### src/rtl/fmul_round_norm.sv
// FP32 multiply back end: normalize, round and pack the raw product into a 2-stage valid/ready pipeline.
// Build option FMUL_RNE_EN selects round-to-nearest-even; without it the significand is truncated.
module fmul_round_norm #(
  parameter int          BIAS = 127,
  parameter logic [31:0] QNAN = 32'h7FC0_0000
) (
  input  logic        clk,
  input  logic        rst_n,
  input  logic        in_valid,
  output logic        in_ready,
  input  logic        in_sign,
  input  logic [9:0]  in_exp,
  input  logic [47:0] in_prod,
  input  logic [2:0]  in_spec,
  output logic        out_valid,
  input  logic        out_ready,
  output logic [31:0] out_result,
  output logic [3:0]  out_flags
);
  localparam logic signed [9:0] EMAX = 10'(2 * BIAS + 1);

  logic               r_s1_valid;
  logic               r_s1_sign;
  logic signed [9:0]  r_s1_exp;
  logic [22:0]        r_s1_mant;
  logic               r_s1_g;
  logic               r_s1_s;
  logic [2:0]         r_s1_spec;

  logic               r_out_valid;
  logic [31:0]        r_out_result;
  logic [3:0]         r_out_flags;

  logic               w_adv1;
  logic               w_adv2;
  logic signed [9:0]  w_n_exp;
  logic [22:0]        w_n_mant;
  logic               w_n_g;
  logic               w_n_s;
  logic               w_up;
  logic [23:0]        w_sum;
  logic signed [9:0]  w_e;
  logic [22:0]        w_m;
  logic               w_inexact;
  logic [31:0]        w_result;
  logic [3:0]         w_flags;

  assign w_adv2   = !r_out_valid | out_ready;
  assign w_adv1   = !r_s1_valid | w_adv2;
  assign in_ready = w_adv1;

  // Product lies in [1,4): a set top bit means one extra position of shift.
  always_comb begin
    w_n_exp  = $signed(in_exp);
    w_n_mant = in_prod[45:23];
    w_n_g    = in_prod[22];
    w_n_s    = |in_prod[21:0];
    if (in_prod[47]) begin
      w_n_exp  = $signed(in_exp) + 10'sd1;
      w_n_mant = in_prod[46:24];
      w_n_g    = in_prod[23];
      w_n_s    = |in_prod[22:0];
    end
  end

`ifdef FMUL_RNE_EN
  assign w_up = r_s1_g & (r_s1_s | r_s1_mant[0]);
`else
  assign w_up = 1'b0;
`endif

  assign w_sum     = {1'b0, r_s1_mant} + {23'd0, w_up};
  assign w_e       = w_sum[23] ? (r_s1_exp + 10'sd1) : r_s1_exp;
  assign w_m       = w_sum[23] ? 23'd0 : w_sum[22:0];
  assign w_inexact = r_s1_g | r_s1_s;

  // Specials take priority over range checks; flags are {invalid, overflow, underflow, inexact}.
  always_comb begin
    w_result = {r_s1_sign, w_e[7:0], w_m};
    w_flags  = {3'b000, w_inexact};
    if (r_s1_spec[2] || (r_s1_spec[1] && r_s1_spec[0])) begin
      w_result = QNAN;
      w_flags  = {!r_s1_spec[2] || (r_s1_spec[1] && r_s1_spec[0]), 3'b000};
      if (r_s1_spec[2]) w_flags = {(r_s1_spec[1] && r_s1_spec[0]), 3'b000};
    end else if (r_s1_spec[1]) begin
      w_result = {r_s1_sign, 8'hFF, 23'd0};
      w_flags  = 4'b0000;
    end else if (r_s1_spec[0]) begin
      w_result = {r_s1_sign, 31'd0};
      w_flags  = 4'b0000;
    end else if (w_e >= EMAX) begin
      w_result = {r_s1_sign, 8'hFF, 23'd0};
      w_flags  = 4'b0101;
    end else if (w_e <= 10'sd0) begin
      w_result = {r_s1_sign, 31'd0};
      w_flags  = 4'b0011;
    end
  end

  always_ff @(posedge clk) begin
    if (!rst_n) begin
      r_s1_valid   <= 1'b0;
      r_out_valid  <= 1'b0;
      r_out_result <= 32'd0;
      r_out_flags  <= 4'd0;
    end else begin
      if (w_adv1) begin
        r_s1_valid <= in_valid;
        if (in_valid) begin
          r_s1_sign <= in_sign;
          r_s1_exp  <= w_n_exp;
          r_s1_mant <= w_n_mant;
          r_s1_g    <= w_n_g;
          r_s1_s    <= w_n_s;
          r_s1_spec <= in_spec;
        end
      end
      // Output registers only change when the downstream slot is free, so a stalled result holds.
      if (w_adv2) begin
        r_out_valid <= r_s1_valid;
        if (r_s1_valid) begin
          r_out_result <= w_result;
          r_out_flags  <= w_flags;
        end
      end
    end
  end

  assign out_valid  = r_out_valid;
  assign out_result = r_out_result;
  assign out_flags  = r_out_flags;
endmodule

### config.mk
export PLATFORM = sky130hd
export DESIGN_NAME = fmul_round_norm
export DESIGN_NICKNAME = d
export VERILOG_FILES = /design/src/rtl/fmul_round_norm.sv
export SDC_FILE = /design/constraint.sdc
export NUM_CORES = 1
export LEC_CHECK = 0
export ABC_CLOCK_PERIOD_IN_PS = 1800
export BUFFER_PORTS_ARGS = -buffer_cell sky130_fd_sc_hd__buf_4
export CAP_MARGIN = 30
export CORE_MARGIN = 3
export CORE_UTILIZATION = 45
export CTS_BUF_LIST = sky130_fd_sc_hd__clkbuf_8 sky130_fd_sc_hd__clkbuf_16
export DETAILED_ROUTE_END_ITERATION = 8
export GPL_TIMING_DRIVEN = 1
export PLACE_DENSITY = 0.73
export SLEW_MARGIN = 25
export SYNTH_ARGS = -nofsm -noshare
export SYNTH_HDL_FRONTEND = slang
export SYNTH_SLANG_ARGS = --single-unit
### constraint.sdc
create_clock -name clk -period 1.8 [get_ports clk]
set_input_delay 0.09 -clock clk [delete_from_list [all_inputs] [get_ports clk]]
set_output_delay 0.09 -clock clk [all_outputs]
set_load 0.1 [all_outputs]
==> metrics <==
status completed; most frequent cells in the layout 106 x buf_4, 39 x edfxtp_1, 37 x dfxtp_1; Pwr Density around 840 nW/um^2; Via density roughly 5.2; clock sink total 77; number of buffers added on ports about 100; setup violators final 0; fin cells 423; top_reg_cell synth edfxtp_1; Fin. Hold Viols 0; maximum level of the CTS H-tree 3; Hold Path Class in2reg; Util after Layout 63.91%; Seq. cell area approximately 1900 um^2; Final Cycle Share ~90%; initial antenna violation count 0; Slew Limit Fails 0; commonest non-fill, non-tap cell in the layout buf_4; pin count of the biggest net entering global routing 40; routed vias roughly 2200; Static Leakage about 1.7 nW; core area roughly 6500 um^2; row count 29; Area contributors post-synth edfxtp_1 38%, dfxtp_1 24%, mux2_2 9.1%; n_diodes 0; flops & latches, synth 77; worst path arrival time 1870 ps; gp weighted congestion roughly 0.81; crit-path max FO 11; first-pass GRT wire length approximately 10000 um; net count after synthesis 297; net count reported at finish slightly above 400; critical path class reg2reg; Seq/Total Area, Yosys a little over 60%; clk_lat worst skew approximately 340 ps; vias in the first global route approximately 2200; Crit. End Element flip-flop; CTS tree built; cell count after synthesis 230; Fin Clk Skew between 7 and 8 ps; hold_sp in_exp[9]; Slew Limit Headroom between 30% and 40%; Max Root-Sink Buffers 2; mapped cell area between 3000 and 4000 um^2; gr ovfl total 0; Layout area overhead 34.19%; Root Driver clkbuf_8; share of the synthesized area in the top cell type roughly 38%; hpwl dp around 4800 um; area of the multi-input gates around 1100 um^2; Placed Instances approximately 400; CTS buffer count 9; DRT Wirelength 6471 um; Residual DRC 0; Die Ht approximately 89 um; clock-pin transition on the worst setup and hold timing paths roughly 70 ps; GRT Resource Usage Total between 10% and 20%; share of layout cells above drive strength 1 around 47%; RSZ-0062 raised after global routing false; Post-synth ARST share 0%; hold path depth 2; EDFF count, synth 39; Synth cell types 41; worst r2r dst out_result[0]; Ports about 100; VDD IR-drop max roughly 370 uV; max_cap viols 0; chip width roughly 90 um; Reg2Reg Setup Slack roughly 160 ps; R2R depth 4; initial core utilization between 40% and 50%; number of DRC markers in iteration 0 between 50 and 60; drt wl/cell 15.30 um; FILL cells about 530; drt first pass iters 4; CP startpoint kind flip-flop; worst slew pin tran a little over 900 ps; worst r2r src r_s1_exp[1]; min cycle time layout ~1600 ps; synth warn 0; Max Fclk 0.6092 GHz; Die Area ~8000 um^2; Mapped Avg Cell Area 13.52 um^2; post-route ant nets 0; leading area contributor after synthesis edfxtp_1; Worst Hold End r_s1_exp[9]; CP Data Required Time 2030 ps
-- cell families (layout without fill, tap and decap cells) --
kind of cell / Yosys count / count (layout) / share of synthesized area, %
multiplexers: 25 / 25 / 9.051
buffers and inverters: 13 / 128 / 2.735
adder cells (fa/ha/maj): 1 / 1 / 0.4022
XOR/XNOR: 9 / 9 / 2.534
AND/OR/NAND/NOR: 48 / 49 / 9.855
flip-flops: 77 / 77 / 62.11
AO/OA/AOI/OAI: 57 / 57 / 13.31
-- metal layers --
metal / global-route usage (%) / up-vias / part of all wire [%]
met3: 6.175 / 7 / 7.9
met2: 27.93 / 85 / 49
met1: 21.17 / 1010 / 42
met4: 6.089 / 0 / 1.2
li1: - / 1107 / -
met5: 0 / - / 0
-- how the worst max path moves through the flow --
stage	startpoint	to	cells past startpoint
after floorplan	out_valid	r_s1_exp[0]	3
after global placement	r_s1_spec[0]	out_result[1]	4
after detailed placement	r_s1_spec[0]	out_result[0]	4
after CTS	r_s1_spec[0]	out_result[0]	4
after global routing	r_s1_exp[0]	out_result[0]	4
final	r_s1_exp[1]	out_result[0]	4
-- critical path: stages, from the launching register on --
cell and delay [ps]:
edfxtp_1 400, nand4_1 120, o21bai_1 580, nor3_4 190, a22o_2 250
-- flip-flops by register name, indices dropped and copies added (netlist names) --
register and count:
out_flags 4, r_s1_g 1, r_s1_valid 1, r_s1_exp 10, out_result 32, r_s1_mant 23
r_s1_spec 3, r_s1_s 1, out_valid 1, r_s1_sign 1
-- cells in the mapped netlist, types with 2 or more instances --
cell type / instances
a21boi_0: 2
a21oi_1: 9
a22o_1: 21
a22o_2: 3
and2_1: 2
and3_1: 2
buf_2: 2
buf_4: 3
buf_6: 3
clkbuf_1: 2
dfxtp_1: 38
edfxtp_1: 39
inv_1: 2
mux2_2: 25
nand2_1: 8
nand3_1: 3
nand4_1: 8
nor2_1: 5
nor2b_1: 2
nor3_1: 3
nor4_1: 6
o21ai_0: 16
xnor2_1: 8
-- final cells by class --
class | instances | area share (%)
repair buffers | 111 | 20.26
flip-flops and latches | 77 | 46.37
multi-input cells | 141 | 26.89
clock inverters | 5 | 0.6894
well taps | 77 | 2.308
inverters | 2 | 0.1799
clock buffers | 10 | 3.297
-- metrics by stage --
stage / cell area, um^2 / hold WS [ps] / total power (W) / worst slack [ps] / TNS (ps)
after floorplan: 3127 / 188.9 / 0.002276 / 26.84 / 0
after global placement: 3941 / 275.9 / 0.002459 / 47.75 / 0
after detailed placement: 3941 / 271.6 / 0.002466 / -36.27 / -287.3
after CTS: 4174 / 39.59 / 0.003553 / 70.82 / 0
after global routing: 4174 / 41.45 / 0.003667 / 35.44 / 0
final: 4174 / 56.54 / 0.003527 / 158.5 / 0
-- power breakdown --
part / leakage (nW) / switching, W / internal [W] / total (W)
clock: 0.0853 / 0.000571 / 0.000520 / 0.00109
combinational: 0.922 / 0.000286 / 0.000201 / 0.000488
sequential: 0.675 / 0.0000316 / 0.00192 / 0.00195
-- timing repair --
item | CTS | global route
hold buffers | 5 | 0
resized for setup | 1 | 0
setup endpoints to repair | 22 | 1
endpoints found under the hold margin | 5 | 0
setup buffers | 0 | 0
pin swaps | 1 | 1
gates cloned | 1 | 0
Note: power is estimated with default switching activity, not from simulation.
